### src/rtl/weight_column_loader.sv
// weight_column_loader
//   North-edge weight transmitter for one systolic-array column. Collects ROWS
//   signed weights from a valid/ready stream, shifts them down the column's
//   weight/accept chain so row r ends with W[r] in its shadow register, then
//   pulses every row's switch line to make the shadow weights active.
//
// Ports
//   clk            clock
//   rst            synchronous active-high reset
//   w_data         signed weight, k-th accepted word is W[k]
//   w_valid        w_data valid
//   w_ready        loader can accept w_data (IDLE / COLLECT)
//   swap_req       request switch pulse, honoured only in LOADED
//   col_weight_out weight driven into the top PE
//   col_accept_w   per-row weight-accept enable (bit r -> row r)
//   row_switch     per-row shadow-to-active switch (bit r -> row r)
//   busy           COLLECT, SHIFT or SWITCH
//   loaded         shadow weights valid and not yet switched
//
// state   | meaning
// --------+-------------------------------------------------------------
// IDLE    | ready for the first word of a new column load
// COLLECT | buffering words 1..ROWS-1, stalls on w_valid gaps
// SHIFT   | ROWS cycles driving buf[ROWS-1-k] down the chain
// LOADED  | shadow weights valid, waiting for swap_req
// SWITCH  | one-cycle row_switch pulse on all rows

module weight_column_loader #(
   parameter int ROWS       = 4,
   parameter int DATA_WIDTH = 16,
   parameter int AUTO_SWAP  = 0
) (
   input  logic                         clk,
   input  logic                         rst,
   input  logic signed [DATA_WIDTH-1:0] w_data,
   input  logic                         w_valid,
   output logic                         w_ready,
   input  logic                         swap_req,
   output logic signed [DATA_WIDTH-1:0] col_weight_out,
   output logic [ROWS-1:0]              col_accept_w,
   output logic [ROWS-1:0]              row_switch,
   output logic                         busy,
   output logic                         loaded
);

   localparam int            CW   = (ROWS > 1) ? $clog2(ROWS) : 1;
   localparam logic [CW-1:0] LAST = CW'(ROWS - 1);

   typedef enum logic [2:0] {
      S_IDLE,
      S_COLLECT,
      S_SHIFT,
      S_LOADED,
      S_SWITCH
   } state_t;

   state_t                       state;
   logic [CW-1:0]                idx;
   logic [CW-1:0]                shift_left;
   logic signed [DATA_WIDTH-1:0] wbuf [ROWS];
   logic                         xfer;

   assign xfer = w_valid && w_ready;

   // Shift timer counts down; shift_left = ROWS-1-k. Row r accepts once k >= r,
   // i.e. while shift_left <= ROWS-1-r.
   function automatic logic [ROWS-1:0] accept_mask(input logic [CW-1:0] left);
      logic [ROWS-1:0] m;
      m = '0;
      for (int r = 0; r < ROWS; r++) begin
         m[r] = (int'(left) <= (ROWS - 1 - r));
      end
      return m;
   endfunction

   // Buffer contents are don't-care after reset, so no reset here.
   always_ff @(posedge clk) begin
      if (xfer) begin
         wbuf[idx] <= w_data;
      end
   end

   always_ff @(posedge clk) begin
      if (rst) begin
         state          <= S_IDLE;
         idx            <= '0;
         shift_left     <= '0;
         w_ready        <= 1'b0;
         col_weight_out <= '0;
         col_accept_w   <= '0;
         row_switch     <= '0;
         busy           <= 1'b0;
         loaded         <= 1'b0;
      end else begin
         case (state)
            S_IDLE: begin
               w_ready <= 1'b1;
               if (xfer) begin
                  busy <= 1'b1;
                  if (ROWS == 1) begin
                     // The single word is also the last one: SHIFT k=0 drives it directly.
                     state          <= S_SHIFT;
                     idx            <= '0;
                     w_ready        <= 1'b0;
                     shift_left     <= LAST;
                     col_weight_out <= w_data;
                     col_accept_w   <= accept_mask(LAST);
                  end else begin
                     state <= S_COLLECT;
                     idx   <= idx + 1'b1;
                  end
               end
            end
            S_COLLECT: begin
               if (xfer) begin
                  if (idx == LAST) begin
                     // buf[ROWS-1] is being written now, so forward w_data for k=0.
                     state          <= S_SHIFT;
                     idx            <= '0;
                     w_ready        <= 1'b0;
                     shift_left     <= LAST;
                     col_weight_out <= w_data;
                     col_accept_w   <= accept_mask(LAST);
                  end else begin
                     idx <= idx + 1'b1;
                  end
               end
            end
            S_SHIFT: begin
               if (shift_left == '0) begin
                  col_weight_out <= '0;
                  col_accept_w   <= '0;
                  if (AUTO_SWAP != 0) begin
                     state      <= S_SWITCH;
                     row_switch <= '1;
                  end else begin
                     state  <= S_LOADED;
                     busy   <= 1'b0;
                     loaded <= 1'b1;
                  end
               end else begin
                  shift_left     <= shift_left - 1'b1;
                  col_weight_out <= wbuf[shift_left - 1'b1];
                  col_accept_w   <= accept_mask(shift_left - 1'b1);
               end
            end
            S_LOADED: begin
               if (swap_req) begin
                  state      <= S_SWITCH;
                  loaded     <= 1'b0;
                  busy       <= 1'b1;
                  row_switch <= '1;
               end
            end
            S_SWITCH: begin
               state      <= S_IDLE;
               row_switch <= '0;
               busy       <= 1'b0;
               w_ready    <= 1'b1;
            end
            default: begin
               state <= S_IDLE;
            end
         endcase
      end
   end

endmodule

### config.mk
export PLATFORM = sky130hd
export DESIGN_NAME = weight_column_loader
export DESIGN_NICKNAME = d
export VERILOG_FILES = /design/src/rtl/weight_column_loader.sv
export SDC_FILE = /design/constraint.sdc
export NUM_CORES = 1
export LEC_CHECK = 0
export BUFFER_PORTS_ARGS = -buffer_cell sky130_fd_sc_hd__buf_2
export CELL_PAD_IN_SITES_DETAIL_PLACEMENT = 1
export CELL_PAD_IN_SITES_GLOBAL_PLACEMENT = 1
export CORE_MARGIN = 2
export CORE_UTILIZATION = 45
export CTS_BUF_LIST = sky130_fd_sc_hd__clkbuf_8
export DETAILED_ROUTE_END_ITERATION = 16
export GPL_ROUTABILITY_DRIVEN = 0
export PLACE_DENSITY_LB_ADDON = 0.1
export SLEW_MARGIN = 20
export SYNTH_ARGS = -nofsm -noshare
export SYNTH_HDL_FRONTEND = slang
export SYNTH_SLANG_ARGS = --single-unit
### constraint.sdc
create_clock -name clk -period 2.09 [get_ports clk]
set_input_delay 0.1045 -clock clk [delete_from_list [all_inputs] [get_ports clk]]
set_output_delay 0.1045 -clock clk [all_outputs]
set_load 0.02 [all_outputs]
==> results of run 1 <==
registers in the layout (all words and copies together) (netlist names):
signal and flops:
wbuf 64, col_weight_out 16, col_accept_w 4, state 3, idx 2, shift_left 2
busy 1, loaded 1, row_switch 1, w_ready 1
cells in the final DEF, fill, tap and decap left out, types with 3 or more instances in the layout:
cell           count
a211oi_1           3
a21oi_1            7
a221oi_1           8
a221oi_2           8
and3_1             5
buf_2             46
buf_4             18
clkbuf_8           9
clkinvlp_4         3
dfxtp_1           31
dlygate4sd3_1     15
edfxtp_1          64
ha_1               7
inv_1              6
mux2i_1            4
mux4_1             6
mux4_2            10
nand2_1            3
nor2_1            30
nor3_1             9
nor3_2             8
routing by layer:
metal	GRT usage [%]	vias to the layer above	share of wire, %
met5	0	-	0
met4	5.98	0	0.75
met3	2.88	6	3.2
met2	31.0	43	50
met1	23.9	1210	46
li1	-	1123	-
worst max-delay path, cell delays in order, from the launching register on:
cell and delay (ps):
dfxtp_1 330, inv_1 70, ha_1 450, buf_4 240
mux4_2 330, a221oi_2 290, nor3_2 70
repair_timing:
action                                 in CTS  in global routing
endpoints found under the hold margin      54                  4
resized for setup                           0                  2
setup endpoints to repair                   0                  4
hold buffers                               14                  1
area by class of cell:
type / count / area, um2 / area share [%]
sequential: 95 / 2540 / 54.9
tap: 108 / 135 / 2.92
multi-input combinational: 131 / 1240 / 26.7
clock buffer: 9 / 124 / 2.67
timing repair buffer: 80 / 527 / 11.4
inverter: 5 / 18.8 / 0.405
clock inverter: 7 / 50.0 / 1.08
path summary, 6_finish.rpt:
path / endpoint / slack [ps]
worst max-delay path: col_weight_out[2]$_SDFFE_PP0P_ / 200
worst min-delay path: wbuf[2][3]$_DFFE_PP_ / 20
worst max register to register: col_weight_out[2]$_SDFFE_PP0P_ / 200
worst min register to register: loaded$_SDFFE_PP0P_ / 490
cell families (layout without fill, tap and decap cells):
logic type | count (synthesis) | after routing | synth area share (%)
buffers and inverters | 25 | 101 | 4.26
flip-flops | 95 | 95 | 64.5
AND/OR/NAND/NOR | 67 | 67 | 9.75
adder cells (fa/ha/maj) | 7 | 7 | 2.22
AO/OA/AOI/OAI | 36 | 36 | 8.20
multiplexers | 21 | 21 | 11.0
power by group:
| group | switching [uW] | leakage, uW | internal (uW) | total, uW |
|---|---|---|---|---|
| Clock | 642 | 0.0000822 | 434 | 1080 |
| Sequential | 10.5 | 0.000831 | 2040 | 2050 |
| Combinational | 85.2 | 0.000809 | 58.8 | 144 |
per-stage QoR:
stage | total power [uW] | setup slack [ps] | hold slack (ps)
after CTS | 3300 | 86.0 | 1.25
after global placement | 2210 | 176 | 342
after detailed placement | 2210 | 107 | 350
final | 3270 | 203 | 16.3
after floorplan | 2140 | 6.76 | 194
after global routing | 3380 | 77.0 | 3.22
==> metrics.csv, run 1 <==
stage,metric,value,unit
cts,postCtsSetupBuffers,0,
setup_path,arrival,2130,ps
synth,syn_inst,251,
final_layout,final_cells,435,
final_layout,final_util,53.9,%
synth,synth_top_area_cell,edfxtp_1,
power_and_ir_drop,ir_drop,0.364,mV
synth,ys.flop_type,edfxtp_1,
cts,cts_root_buf,clkbuf_8,
setup_path,worstPathMaxFanout,8,
synth,synth.top_cell.area_share,48.8,%
global_routing,grt_pass1_wl,13300,um
synth,synth_cell_types,42,
floorplan,core_area,8590,um2
setup_path,reg2reg_depth,6,
hold_path,hold_path.class,in2reg,
synth,ys_async_sr_fraction,0,%
setup_path,r2r_start,shift_left[0]$_SDFFE_PP0P_,
power_and_ir_drop,p_leak,0.00172,uW
floorplan,die_area,9520,um2
sta,slew_headroom,65.9,%
setup_path,end_kind,register,
synth,netlist_top_cells_area,"edfxtp_1 49%, dfxtp_1 16%, mux4_2 5.7%",
final_layout,nNetsFinal,349,
run_status,status,"complete, no violations",
cts,htree_levels,3,
drt,viasPerCell,5.48,
sta,clock_skew,7.14,ps
floorplan,die_w,97.6,um
drt,drtIter0Drc,74,
floorplan,row_count,34,
place,post_dp_cell_area,4300,um2
sta,layout_min_cycle_time,1890,ps
synth,avgSynthCellArea,15.7,um2
synth,synth_nets,278,
floorplan,die_y,97.6,um
global_routing,grtUsageTotal,18.2,%
setup_path,crit_type,reg2reg,
setup_path,crit_path_start,shift_left[0]$_SDFFE_PP0P_,
sta,finalHoldViolations,0,
global_routing,grt_max_degree,25,
cts,clockBufferDepth,2,
cts,clock_latency,350,ps
floorplan,initial_core_util,45.8,%
sta,setup_tns,0,ps
cts,cts.clk_slew.worst_paths,90,ps
sta,rsz0062_at_grt,false,
cts,cts_tree,built,
sta,clock.fmax,530,MHz
drt,drc,0,
place,placed_cells,404,
final_layout,area_growth,17.6,%
job,maxCapViolations,0,
place,dpl.hpwl,5400,um
global_routing,first_global_vias,2515,
place,portBuffers,46,
cts,cts.sinks,95,
drt,via_count,2382,
synth,ys_seq_area_share,64.5,%
synth,synth-edff-count,64,
hold_path,holdPathStages,1,
final_layout,drive_above_1_share,33.3,%
drt,ant_nets,0,
cts,cts-buffers-inserted,9,
drt,totalWireLength,8350,um
setup_path,crit_required,2330,ps
sta,finalCritPeriodShare,90.3,%
synth,synth_seq_cells,95,
synth,yosys-top-cells-count,"64 x edfxtp_1, 31 x dfxtp_1, 30 x nor2_1",
sta,max_slew.worst_pin.slew,510,ps
synth,yosysMostFrequentCell,edfxtp_1,
synth,ys_warn_count,0,
final_layout,antenna_cells,0,
power_and_ir_drop,cellPowerDensity,705,nW/um2
synth,synth_area,3940,um2
global_routing,antenna_found_initial,0,
drt,routedWlPerCell,19.2,um
final_layout,nFillCells,852,
floorplan,io_pins,47,
setup_path,start_kind,register,
hold_path,hold_start,w_data[3],
drt,drt_pass1_iterations,4,
sta,setup_viol_count_final,0,
global_routing,globalRouteOverflowTotal,0,
final_layout,stdcell_area,4630,um2
sta,slew_violations,0,
(Power assumes the default switching activity.)
==> inputs of run 2 (changes only) <==
Settings changed: CORE_UTILIZATION 45 to 48, CTS_BUF_LIST sky130_fd_sc_hd__clkbuf_8 to sky130_fd_sc_hd__clkbuf_4 sky130_fd_sc_hd__clkbuf_8 sky130_fd_sc_hd__clkbuf_16.
Clock period 2.09 ns to 2.1 ns, I/O delays scaled along.
==> metrics.csv, run 2 (synthesis results as in run 1) <==
stage,metric,value,unit
run_status,status,"complete, no violations",
sta,max_slew.worst_pin.slew,942,ps
cts,cts-resized-gates,0,
global_routing,antenna_found_initial,0,
global_routing,grtUsageTotal,19.9,%
job,maxCapViolations,0,
setup_path,start_kind,register,
drt,drtIter0Drc,79,
setup_path,worstPathMaxFanout,12,
drt,totalWireLength,8270,um
floorplan,initial_core_util,48.7,%
sta,slew_violations,0,
cts,htree_levels,3,
power_and_ir_drop,p_leak,0.00174,uW
drt,via_count,2411,
cts,cts_root_buf,clkbuf_8,
drt,ant_nets,0,
sta,clock_skew,9.71,ps
final_layout,final_util,57.3,%
final_layout,nFillCells,832,
cts,postCtsSetupBuffers,0,
setup_path,crit_required,2390,ps
final_layout,area_growth,17.8,%
power_and_ir_drop,ir_drop,0.359,mV
final_layout,multi_input_area,1230,um2
floorplan,core_area,8090,um2
sta,clock.fmax,514,MHz
final_layout,regArea,2540,um2
setup_path,r2r_slack,150,ps
place,placed_cells,401,
drt,routedWlPerCell,19.1,um
setup_path,crit_type,reg2reg,
power_and_ir_drop,cellPowerDensity,717,nW/um2
cts,cts.clk_slew.worst_paths,90,ps
final_layout,antenna_cells,0,
floorplan,io_pins,47,
final_layout,final_cells,433,
global_routing,grt_max_degree,33,
cts,clock_latency,360,ps
sta,finalHoldViolations,0,
cts,cts.sinks,95,
drt,drt_pass1_iterations,4,
floorplan,row_count,33,
cts,cts-buffers-inserted,9,
final_layout,nNetsFinal,350,
final_layout,layout_commonest_cell,edfxtp_1,
global_routing,grt_pass1_wl,13000,um
final_layout,largest_reg_flops,64,
setup_path,end_kind,register,
global_routing,globalRouteOverflowTotal,0,
sta,setup_tns,0,ps
place,portBuffers,46,
final_layout,drive_above_1_share,33.8,%
setup_path,cpPeakStageDelay,590,ps
sta,layout_min_cycle_time,1950,ps
final_layout,final_cell_mix,"64 x edfxtp_1, 46 x buf_2, 31 x dfxtp_1",
place,dpl.hpwl,5280,um
sta,slew_headroom,37.2,%
drt,viasPerCell,5.57,
cts,cts_tree,built,
floorplan,die_area,8950,um2
floorplan,die_w,94.6,um
global_routing,first_global_vias,2446,
sta,finalCritPeriodShare,92.6,%
sta,rsz0062_at_grt,false,
setup_path,cp_slowest_cell,a21oi_2,
power_and_ir_drop,total_power,3330,uW
floorplan,die_y,94.6,um
setup_path,crit_chain,ha_1 -> and3_1 -> a21oi_2 -> buf_4 -> a221oi_2 -> nor3_2,
hold_path,hold_path.class,in2reg,
setup_path,arrival,2240,ps
cts,clockBufferDepth,2,
final_layout,regMostFlops,wbuf,
final_layout,top_regs,"wbuf x64, col_weight_out x16, col_accept_w x4",
sta,setup_viol_count_final,0,
drt,drc,0,
run 2: cell types whose count changed in the layout (fill, tap and decap cells not counted):
cell           delta
clkinvlp_4        -3
inv_8             +1
clkinv_2          +1
buf_6             -1
inv_6             +2
dlygate4sd3_1     +1
clkinv_1          -1
buf_4             +1
inv_1             -1
clkinv_4          +1
a21oi_2           +1
a21oi_4           -1
run 2: timing repair:
item | in CTS | in global routing
hold endpoints to repair | 64 | 0
setup endpoints to repair | 0 | 0
hold buffers | 16 | 0
run 2: worst paths after layout:
check / from / endpoint / cells after the start
worst max-delay path: idx[1]$_SDFFE_PP0P_ / col_weight_out[0]$_SDFFE_PP0P_ / 6
worst min-delay path: swap_req / loaded$_SDFFE_PP0P_ / 4
worst min register to register: loaded$_SDFFE_PP0P_ / loaded$_SDFFE_PP0P_ / 2
worst max register to register: idx[1]$_SDFFE_PP0P_ / col_weight_out[0]$_SDFFE_PP0P_ / 6
run 2: cell type report:
| class | count | share of cell area [%] |
|---|---|---|
| inverter | 5 | 0.404 |
| timing repair buffer | 81 | 11.5 |
| clock buffer | 9 | 2.67 |
| sequential | 95 | 54.8 |
| multi-input combinational | 131 | 26.5 |
| clock inverter | 7 | 1.35 |
| tap | 105 | 2.83 |
run 2: layer usage:
layer	global-route usage [%]	routed length, um
met3	3.11	243
met4	6.88	97
met2	32.8	4110
met1	27.0	3830
met5	0	0
run 2: where the power goes:
part	leakage, uW	internal, uW	total (uW)	switching, uW
clock network	0.0000980	458	1150	688
logic	0.000811	58.4	144	86.1
registers	0.000831	2030	2040	10.0
total	0.00174	2540	3330	784
run 2: worst max-delay path, delay by kind of cell, from the launching register on:
kind	cells	cell delay [ps]
DFF	1	350
buffers and inverters	1	310
and+or+nand+nor	2	370
adders and majority gates	1	200
AOI/OAI and AO/OA	2	640
run 2: per-stage QoR:
step | setup WS, ps | hold slack, ps | instance area [um2]
global route | 29.5 | 105 | 4640
finish | 155 | 92.6 | 4640
CTS | 125 | 80.9 | 4640
floorplan | 5.52 | 195 | 3940
detailed placement | 140 | 350 | 4290
global placement | 175 | 342 | 4290
